[src/rtl/spi_proto_pkg.sv]
// Shared definitions for the two-byte SPI register-access protocol:
// command byte layout, data widths and the master sequencer states.
package spi_proto_pkg;

    localparam int CMD_WR_BIT = 7;
    localparam int CMD_HI_BIT = 6;
    localparam int ADDR_W     = 6;
    localparam int DATA_W     = 8;

    typedef enum logic [2:0] {
        ST_IDLE     = 3'd0,
        ST_CS_SETUP = 3'd1,
        ST_BYTE0    = 3'd2,
        ST_GAP      = 3'd3,
        ST_BYTE1    = 3'd4,
        ST_CS_HOLD  = 3'd5,
        ST_CS_IDLE  = 3'd6
    } state_e;

    function automatic logic [DATA_W-1:0] build_cmd(input logic wr, input logic hi,
                                                    input logic [ADDR_W-1:0] addr);
        logic [DATA_W-1:0] cmd;
        cmd             = '0;
        cmd[CMD_WR_BIT] = wr;
        cmd[CMD_HI_BIT] = hi;
        cmd[ADDR_W-1:0] = addr;
        return cmd;
    endfunction

endpackage

[src/rtl/spi_byte_shifter.sv]
// Mode-0 byte engine: shifts one byte MSB first on mosi while capturing miso,
// generating sclk from clk with a CLK_DIV half-period divider.
module spi_byte_shifter
    import spi_proto_pkg::*;
#(
    parameter int unsigned CLK_DIV = 2
) (
    input  logic              clk,
    input  logic              rst_n,
    input  logic              start,
    input  logic [DATA_W-1:0] tx_byte,
    input  logic              miso,
    output logic              done,
    output logic              sclk,
    output logic              mosi,
    output logic [DATA_W-1:0] rx_byte
);

    localparam int DIV_W = (CLK_DIV > 1) ? $clog2(CLK_DIV) : 1;
    localparam logic [DIV_W-1:0] DIV_LAST = DIV_W'(CLK_DIV - 1);

    logic              active_q, active_d;
    logic              sclk_q, sclk_d;
    logic [DIV_W-1:0]  div_q, div_d;
    logic [2:0]        bit_q, bit_d;
    logic [DATA_W-1:0] tx_q, tx_d;
    logic [DATA_W-1:0] rx_q, rx_d;

    // miso is taken on the clk edge that raises sclk; mosi advances on the edge that drops it.
    always_comb begin
        active_d = active_q;
        sclk_d   = sclk_q;
        div_d    = div_q;
        bit_d    = bit_q;
        tx_d     = tx_q;
        rx_d     = rx_q;
        done     = 1'b0;
        if (start) begin
            active_d = 1'b1;
            sclk_d   = 1'b0;
            div_d    = '0;
            bit_d    = '0;
            tx_d     = tx_byte;
        end else if (active_q) begin
            if (div_q == DIV_LAST) begin
                div_d = '0;
                if (!sclk_q) begin
                    sclk_d = 1'b1;
                    rx_d   = {rx_q[DATA_W-2:0], miso};
                end else begin
                    sclk_d = 1'b0;
                    tx_d   = {tx_q[DATA_W-2:0], 1'b0};
                    bit_d  = bit_q + 3'd1;
                    if (bit_q == 3'd7) begin
                        active_d = 1'b0;
                        done     = 1'b1;
                    end
                end
            end else begin
                div_d = div_q + DIV_W'(1);
            end
        end
    end

    always_ff @(posedge clk or negedge rst_n) begin
        if (!rst_n) begin
            active_q <= 1'b0;
            sclk_q   <= 1'b0;
            div_q    <= '0;
            bit_q    <= '0;
            tx_q     <= '0;
            rx_q     <= '0;
        end else begin
            active_q <= active_d;
            sclk_q   <= sclk_d;
            div_q    <= div_d;
            bit_q    <= bit_d;
            tx_q     <= tx_d;
            rx_q     <= rx_d;
        end
    end

    assign sclk    = sclk_q;
    assign mosi    = tx_q[DATA_W-1];
    assign rx_byte = rx_q;

endmodule

[src/rtl/spi_cmd_master.sv]
// Host-side SPI initiator: turns a register read/write request into a
// command byte plus data byte frame and returns the byte read back.
module spi_cmd_master
    import spi_proto_pkg::*;
#(
    parameter int unsigned CLK_DIV  = 2,
    parameter int unsigned BYTE_GAP = 4,
    parameter int unsigned CS_GAP   = 2
) (
    input  logic              clk,
    input  logic              rst_n,
    input  logic              req_valid,
    output logic              req_ready,
    input  logic              req_write,
    input  logic              req_hi,
    input  logic [ADDR_W-1:0] req_addr,
    input  logic [DATA_W-1:0] req_wdata,
    output logic              rsp_valid,
    output logic [DATA_W-1:0] rsp_rdata,
    output logic              busy,
    output logic              sclk,
    output logic              cs_n,
    output logic              mosi,
    input  logic              miso
);

    localparam int unsigned MAX_A   = (CLK_DIV > BYTE_GAP) ? CLK_DIV : BYTE_GAP;
    localparam int unsigned CNT_MAX = (MAX_A > CS_GAP) ? MAX_A : CS_GAP;
    localparam int CNT_W = (CNT_MAX > 1) ? $clog2(CNT_MAX) : 1;
    localparam logic [CNT_W-1:0] DIV_LAST   = CNT_W'(CLK_DIV - 1);
    localparam logic [CNT_W-1:0] GAP_LAST   = CNT_W'(BYTE_GAP - 1);
    localparam logic [CNT_W-1:0] CSGAP_LAST = CNT_W'(CS_GAP - 1);

    state_e            state_q, state_d;
    logic [CNT_W-1:0]  cnt_q, cnt_d;
    logic [DATA_W-1:0] cmd_q, cmd_d;
    logic [DATA_W-1:0] data_q, data_d;
    logic [DATA_W-1:0] rdata_q, rdata_d;
    logic              rsp_valid_q, rsp_valid_d;

    logic              sh_start, sh_done, sh_sclk, sh_mosi;
    logic [DATA_W-1:0] sh_byte, sh_rx;

    // Timed states count cnt_q up from zero and leave on their last cycle.
    always_comb begin
        state_d     = state_q;
        cnt_d       = cnt_q;
        cmd_d       = cmd_q;
        data_d      = data_q;
        rdata_d     = rdata_q;
        rsp_valid_d = 1'b0;
        sh_start    = 1'b0;
        sh_byte     = (state_q == ST_GAP) ? data_q : cmd_q;
        case (state_q)
            ST_IDLE: begin
                if (req_valid) begin
                    cmd_d   = build_cmd(req_write, req_hi, req_addr);
                    data_d  = req_write ? req_wdata : '0;
                    cnt_d   = '0;
                    state_d = ST_CS_SETUP;
                end
            end
            ST_CS_SETUP: begin
                if (cnt_q == DIV_LAST) begin
                    sh_start = 1'b1;
                    state_d  = ST_BYTE0;
                end else begin
                    cnt_d = cnt_q + CNT_W'(1);
                end
            end
            ST_BYTE0: begin
                if (sh_done) begin
                    cnt_d   = '0;
                    state_d = ST_GAP;
                end
            end
            ST_GAP: begin
                if (cnt_q == GAP_LAST) begin
                    sh_start = 1'b1;
                    state_d  = ST_BYTE1;
                end else begin
                    cnt_d = cnt_q + CNT_W'(1);
                end
            end
            ST_BYTE1: begin
                if (sh_done) begin
                    cnt_d   = '0;
                    state_d = ST_CS_HOLD;
                end
            end
            ST_CS_HOLD: begin
                if (cnt_q == DIV_LAST) begin
                    cnt_d       = '0;
                    rsp_valid_d = 1'b1;
                    state_d     = ST_CS_IDLE;
                    if (!cmd_q[CMD_WR_BIT]) rdata_d = sh_rx;
                end else begin
                    cnt_d = cnt_q + CNT_W'(1);
                end
            end
            ST_CS_IDLE: begin
                if (cnt_q == CSGAP_LAST) begin
                    state_d = ST_IDLE;
                end else begin
                    cnt_d = cnt_q + CNT_W'(1);
                end
            end
            default: state_d = ST_IDLE;
        endcase
    end

    always_ff @(posedge clk or negedge rst_n) begin
        if (!rst_n) begin
            state_q     <= ST_IDLE;
            cnt_q       <= '0;
            cmd_q       <= '0;
            data_q      <= '0;
            rdata_q     <= '0;
            rsp_valid_q <= 1'b0;
        end else begin
            state_q     <= state_d;
            cnt_q       <= cnt_d;
            cmd_q       <= cmd_d;
            data_q      <= data_d;
            rdata_q     <= rdata_d;
            rsp_valid_q <= rsp_valid_d;
        end
    end

    spi_byte_shifter #(
        .CLK_DIV (CLK_DIV)
    ) u_shifter (
        .clk     (clk),
        .rst_n   (rst_n),
        .start   (sh_start),
        .tx_byte (sh_byte),
        .miso    (miso),
        .done    (sh_done),
        .sclk    (sh_sclk),
        .mosi    (sh_mosi),
        .rx_byte (sh_rx)
    );

    // Outside the shifted bytes mosi pre-presents the MSB of the byte about to go out.
    always_comb begin
        case (state_q)
            ST_CS_SETUP:        mosi = cmd_q[DATA_W-1];
            ST_BYTE0, ST_BYTE1: mosi = sh_mosi;
            ST_GAP:             mosi = data_q[DATA_W-1];
            default:            mosi = 1'b0;
        endcase
    end

    assign req_ready = (state_q == ST_IDLE);
    assign busy      = ~req_ready;
    assign cs_n      = (state_q == ST_IDLE) || (state_q == ST_CS_IDLE);
    assign sclk      = sh_sclk;
    assign rsp_valid = rsp_valid_q;
    assign rsp_rdata = rdata_q;

endmodule

[config.mk]
export PLATFORM = sky130hd
export DESIGN_NAME = spi_cmd_master
export DESIGN_NICKNAME = d
export VERILOG_FILES = /design/src/rtl/spi_proto_pkg.sv /design/src/rtl/spi_byte_shifter.sv /design/src/rtl/spi_cmd_master.sv
export SDC_FILE = /design/constraint.sdc
export NUM_CORES = 1
export LEC_CHECK = 0
export CORE_MARGIN = 5
export CORE_UTILIZATION = 40
export DETAILED_ROUTE_END_ITERATION = 8
export DONT_BUFFER_PORTS = 1
export PLACE_DENSITY_LB_ADDON = 0.08
export SYNTH_ARGS = -nofsm -noshare
export SYNTH_HDL_FRONTEND = slang
export SYNTH_SLANG_ARGS = --single-unit
export TNS_END_PERCENT = 10
[constraint.sdc]
create_clock -name clk -period 1.8 [get_ports clk]
set_clock_uncertainty 0.05 [all_clocks]
set_input_delay 0.36 -clock clk [delete_from_list [all_inputs] [get_ports clk]]
set_output_delay 0.36 -clock clk [all_outputs]
set_load 0.02 [all_outputs]
==> metrics.cfg, run 1 <==
[synth]
synthSimpleGateAreaFrac_pct=11.5
synth_cells=215
synth.mux.area_fraction_pct=21.2
synth_top_area_share_pct=52.9
yosysWarnings=0
synth_compound_area_share_pct=7.88
ys_seq_elements=52
synth_xor_area_share_pct=1.07
synth_area_um2=2460
synth_top_family_by_area=multiplexers
async_flop_share_pct=100
synth_fa_ha_area_share_pct=2.54
yosysTopAreaCell=dfrtp_1
syn-num-nets=240
synth_cell_types=37
post-synth-top-count-cell=dfrtp_1
synthTopCellsByArea=dfrtp_1 53%, mux2_1 11%, mux2i_1 5.3%
ys.flop_type=dfrtp_1
synthTopCellsByCount=52 x dfrtp_1, 27 x nand2_1, 23 x mux2_1, 19 x nor2_1, 13 x mux2i_1
synth_edf_count=0
yosysSeqAreaShare_pct=52.9
synth_area_per_cell_um2=11.4

[setup_path]
endpoint_kind=primary output
worstPathMaxFanout=3
cp-start-kind=flip-flop
reg2reg_depth=6
required_ps=1390
arrival_ps=1430
path_class=reg -> out

[die]
num_rows=28
ioPinCount=34
die_h_um=88.4
fp.dieW_um=88.4
die_area_um2=7820
core_um2=5960
start_util_pct=41.3

[sta]
setup_ws_ps=-38.3
rsz0062_at_grt=true
relSlewSlack_pct=74.8
hold_viol=0
finalSetupViolCount=2
max_freq_mhz=544
period_share_pct=102
final.setup.tns_ps=-50.5
final-max-slew-violation-count=0
tightest_slew_ps=377
hold_slack_ps=124
post-route-min-period_ps=1840

[outcome]
status=finished with violations
violations=negative setup slack

[placed_design]
portBuffers=0
place_area_um2=2670
hpwl_um=3200
pre_cts_ws_ps=-33.0
place.gp.congestion=0.759

[finish]
syn_to_final_growth_pct=17.5
design_area_um2=2890
diodes=0
multi_input_area_um2=1120
drive_gt1_share_pct=24.3
regArea_um2=1300
fin_nets=263
fillCellCount=557

[global_route]
grt_pass1_vias=1625
grt.total_usage_pct=12.4
grt-ovfl-total=0
grt_first_pass_wirelength_um=7510
antenna_found_initial=0
grt_max_degree=53

[min_path]
hold_class=in -> reg
hold_depth=2

[drt]
antenna_left=0
wl_um=4450
num_vias=1573
drtPass1Iterations=4
routed_via_density=5.01
drt_iter0_drc=78
drt_drc_violations_left=0
wl_per_cell_um=14.2

[pwr]
p_per_area_nw_per_um2=1760
vdd_drop_max_uv=651
intPower_mw=3.24
p_switching_mw=1.84
clkPwrFrac_pct=13.7
power.leakage_nw=1.40
seqPwrFrac_pct=40.7
share_comb_of_total_power_pct=45.6
swShare_pct=36.2

[flow_run]
drv_cap=0

[clock_network]
cts_buffer_depth=2
cts_sinks=52
cts_tree=yes
cts_buffers=5
clkTransAtPathRegs_ps=90
h-tree-depth=2
root_buffer=clkbuf_8
clk_latency_ps=300

-- stage by stage --
stage,instances,power (mW),util [%]
2_1_floorplan,215,3.65,-
5_1_grt,314,5.47,48.5
6_report,314,5.08,48.5
4_1_cts,314,5.08,48.1
3_3_place_gp,299,4.13,44.7
3_5_place_dp,299,4.22,44.7
-- repair_timing --
item | CTS | global route
resized for setup | 8 | 7
endpoints found under the hold margin | 52 | 0
setup buffers | 5 | 0
pin swaps | 1 | 3
endpoints found under the setup margin | 12 | 38
hold buffers | 2 | 0
-- cells by family (layout without fill, tap and decap cells) --
family	Yosys count	count (layout)
xor+xnor	3	3
buf+inv	15	39
mux	45	45
fa+ha+maj	5	5
flops	52	52
simple gates	61	61
compound gates	34	34
-- state kept, by name, summed over array words and instances (netlist names) --
signal,flops
u_shifter.sclk,1
cnt_q,2
u_shifter.rx_byte,8
u_shifter.bit_q,3
rsp_rdata,8
rsp_valid,1
u_shifter.active_q,1
state_q,3
data_q,8
u_shifter.tx_q,8
u_shifter.div_q,1
cmd_q,8
-- worst max-delay path, stage by stage (launching register included) --
cell,delay [ps]
dfrtp_1,400
buf_4,140
or3_4,380
inv_2,90
buf_6,120
-- cell type report --
| class | count | area share [%] |
|---|---|---|
| clock inverters | 1 | 0.260 |
| well taps | 75 | 3.25 |
| clock buffers | 7 | 2.99 |
| inverters | 3 | 0.390 |
| multi-input cells | 148 | 38.9 |
| flip-flops and latches | 52 | 45.1 |
| repair buffers | 28 | 9.13 |
-- power groups by stage --
stage	clock network (mW)	registers, mW	logic, mW
global placement	0	2.07	2.05
global route	0.757	2.14	2.58
CTS	0.716	2.07	2.29
finish	0.694	2.07	2.32
floorplan	0	1.99	1.66
detailed placement	0	2.10	2.12
-- path summary, 6_finish.rpt --
path | startpoint | endpoint | slack (ps)
max | state_q[2]$_DFFE_PN0P_ | req_ready | -40
max reg2reg | u_shifter.bit_q[0]$_DFFE_PN0P_ | cnt_q[1]$_DFFE_PN0P_ | 60
min in group asynchronous | rst_n | rsp_rdata[0]$_DFFE_PN0P_ | 540
min reg2reg | data_q[3]$_DFFE_PN0P_ | data_q[3]$_DFFE_PN0P_ | 440
max in group asynchronous | rst_n | state_q[1]$_DFFE_PN0P_ | 940
min | req_write | data_q[3]$_DFFE_PN0P_ | 120
-- per-layer routing --
metal | track usage [%] | up-vias | wire length [µm]
li1 | - | 779 | -
met1 | 15.6 | 759 | 1970
met2 | 21.0 | 31 | 2230
met3 | 3.17 | 4 | 221
met4 | 4.12 | 0 | 27
met5 | 0 | - | 0
-- layout by cell type, fill, tap and decap left out, types with 2 or more instances in the layout --
cell type / count
o22ai_1: 2
o21ai_1: 10
o21ai_0: 4
nand2b_1: 4
mux2i_1: 12
ha_1: 3
clkbuf_8: 6
mux2_4: 8
nand2b_4: 2
inv_2: 2
buf_6: 5
mux2_1: 23
xor2_1: 2
a21oi_1: 11
nand2_1: 26
nand3_1: 2
dfrtp_1: 51
ha_2: 2
nor2_1: 19
buf_4: 20
Note: power is estimated with default switching activity, not from simulation.
==> inputs of run 2 (changes only) <==
PLACE_DENSITY_LB_ADDON = 0.15   (was 0.08)
==> run 2 against run 1 <==
Against the previous run: the run still ends with negative setup slack left; sequential share of layout area shrank 1.5 points; total power grew 5.0%; via count is 3.8% higher; fmax increased by 1.8%; final area rose by 3.5%; clock power increased by 0.6%; setup slack better by 33 ps; final cell count grew 2.2%; first-iteration DRC count is the same; utilization grew 1.7 points; die area unchanged.
==> metrics.cfg, run 2 (synthesized netlist as in run 1, its figures left out) <==
[finish]
drive_gt1_share_pct=28.5  ; was 24.3%
syn_to_final_growth_pct=21.6  ; was 17.5%
fin_nets=270  ; was 263
diodes=0  ; unchanged
regArea_um2=1300  ; about the same
design_area_um2=2990  ; was 2890 µm²
fillCellCount=559  ; was 557
layout_commonest_cell=dfrtp_1  ; unchanged
multi_input_area_um2=1140  ; was 1120 µm²
layout_common_cells=50 x dfrtp_1, 26 x nand2_1, 25 x buf_4, 23 x mux2_1, 18 x nor2_1  ; was 51 x dfrtp_1, 26 x nand2_1, 23 x mux2_1, 20 x buf_4, 19 x nor2_1

[flow_run]
drv_cap=0  ; unchanged

[setup_path]
r2r-end=cmd_q[0]$_DFFE_PN0P_  ; was cnt_q[1]$_DFFE_PN0P_
reg2reg_slack_ps=60  ; about the same
path_class=reg -> out  ; unchanged
slowest_delay_ps=410  ; was 400 ps
critical_path.startpoint=state_q[0]$_DFFE_PN0P_  ; was state_q[2]$_DFFE_PN0P_
arrival_ps=1390  ; was 1430 ps
critical_path.cell_chain=buf_4, or3_4, inv_4, buf_6  ; was buf_4, or3_4, inv_2, buf_6
cp_num_cells=4  ; unchanged
worstSetupEndpoint=req_ready  ; unchanged
crit_family=flip-flops  ; unchanged
slowest_stage=dfrtp_1  ; unchanged
worstPathMaxFanout=4  ; was 3
path_buf_inv=3  ; unchanged
required_ps=1390  ; about the same
cp-start-kind=flip-flop  ; unchanged
rr_startpoint=state_q[0]$_DFFE_PN0P_  ; was u_shifter.bit_q[0]$_DFFE_PN0P_
endpoint_kind=primary output  ; unchanged
reg2reg_depth=5  ; was 6

[pwr]
swShare_pct=36.0  ; was 36.2%
intPower_mw=3.41  ; was 3.24 mW
p_switching_mw=1.92  ; was 1.84 mW
vdd_drop_max_uv=800  ; was 651 µV
p_per_area_nw_per_um2=1780  ; was 1760 nW/µm²
share_comb_of_total_power_pct=48.0  ; was 45.6%
seqPwrFrac_pct=38.9  ; was 40.7%
power.leakage_nw=1.45  ; was 1.40 nW
clkPwrFrac_pct=13.1  ; was 13.7%

[placed_design]
hpwl_um=3270  ; was 3200 µm
portBuffers=0  ; unchanged
place.gp.congestion=0.826  ; was 0.759
place_area_um2=2670  ; unchanged

[clock_network]
cts_sinks=52  ; unchanged
cts_buffers=5  ; unchanged
h-tree-depth=2  ; unchanged
clk_latency_ps=300  ; about the same
clkTransAtPathRegs_ps=90  ; about the same
cts_buffer_depth=2  ; unchanged
cts_tree=yes  ; unchanged
root_buffer=clkbuf_8  ; unchanged

[drt]
routed_via_density=5.08  ; was 5.01
drtPass1Iterations=4  ; unchanged
drt_iter0_drc=78  ; unchanged
drt_drc_violations_left=0  ; unchanged
wl_um=4730  ; was 4450 µm
num_vias=1632  ; was 1573
antenna_left=0  ; unchanged
wl_per_cell_um=14.7  ; was 14.2 µm

[die]
num_rows=28  ; unchanged
core_um2=5960  ; unchanged
start_util_pct=41.3  ; unchanged
die_h_um=88.4  ; unchanged
ioPinCount=34  ; unchanged
fp.dieW_um=88.4  ; unchanged
die_area_um2=7820  ; unchanged

[global_route]
grt-busiest-layer=met2  ; unchanged
grt-ovfl-total=0  ; unchanged
gr-usage-met2_pct=21.7  ; was 21.0%
grt_pass1_vias=1747  ; was 1625
grt.total_usage_pct=12.9  ; was 12.4%
grt_max_degree=53  ; unchanged
grtUsageMet3_pct=3.54  ; was 3.17%
antenna_found_initial=0  ; unchanged
use_met1_pct=15.3  ; was 15.6%
grt_first_pass_wirelength_um=7890  ; was 7510 µm

[sta]
setup_ws_ps=-4.96  ; was -38.3 ps
finalSetupViolCount=1  ; was 2
relSlewSlack_pct=72.5  ; was 74.8%
rsz0062_at_grt=true  ; unchanged
period_share_pct=100  ; was 102%
max_freq_mhz=554  ; was 544 MHz
final.setup.tns_ps=-4.96  ; was -50.5 ps
final-max-slew-violation-count=0  ; unchanged
hold_viol=0  ; unchanged
tightest_slew_ps=412  ; was 377 ps
post-route-min-period_ps=1800  ; was 1840 ps

[outcome]
violations=negative setup slack  ; unchanged
status=finished with violations  ; unchanged

[min_path]
hold_class=in -> reg  ; unchanged

run 2: worst register-to-register path: cells and delay by family (launching register included):
kind                   cells  cell delay, ps
buffers and inverters      2             230
DFF                        1             410
muxes                      1             390
and+or+nand+nor            2             560
run 2: worst min-delay path by stage:
stage,startpoint,endpoint,slack (ps),cells past startpoint
floorplan,rst_n,cmd_q[0]$_DFFE_PN0P_,10,0
global placement,rst_n,rsp_rdata[2]$_DFFE_PN0P_,20,0
detailed placement,rst_n,rsp_rdata[2]$_DFFE_PN0P_,20,0
CTS,req_write,data_q[3]$_DFFE_PN0P_,110,2
global route,req_write,data_q[2]$_DFFE_PN0P_,120,2
finish,req_write,data_q[3]$_DFFE_PN0P_,130,2
run 2: cell type report:
cell class	count	share of cell area, %
sequential	52	43.6
timing repair buffer	35	11.4
multi-input combinational	148	38.2
inverter	3	0.460
clock inverter	2	0.460
clock buffer	6	2.76
tap	75	3.14
run 2: power by group through the flow:
stage	clock [mW]	combinational (mW)	sequential, mW
5_1_grt	0.775	2.82	2.14
4_1_cts	0.733	2.38	2.07
2_1_floorplan	0	1.66	1.99
6_report	0.698	2.56	2.08
3_5_place_dp	0	2.12	2.11
3_3_place_gp	0	2.05	2.08
run 2: repair_timing:
action                                  CTS  global route
cloned                                    0             1
hold endpoints to repair                 52             0
pin swaps                                 4             5
setup buffers                             8             3
endpoints found under the setup margin   13            27
hold buffers                              2             0
gates resized for setup                  10            14
run 2: routing by layer:
layer	up-vias	wire length [µm]	share of wire, %
met2	34	2350	50
met1	795	2040	43
li1	794	-	-
met4	0	112	2.4
met5	-	0	0
met3	9	226	4.8
run 2: per-stage QoR:
step | util, % | power (mW) | worst slack [ps] | std cells | hold slack (ps)
after floorplan | - | 3.65 | 3.50 | 215 | 14.4
after global placement | 44.7 | 4.13 | 22.2 | 299 | 15.8
after detailed placement | 44.7 | 4.23 | -8.31 | 299 | 15.9
after CTS | 48.6 | 5.18 | -42.0 | 317 | 112
after global routing | 50.2 | 5.73 | -47.7 | 321 | 117
final | 50.2 | 5.33 | -4.96 | 321 | 126
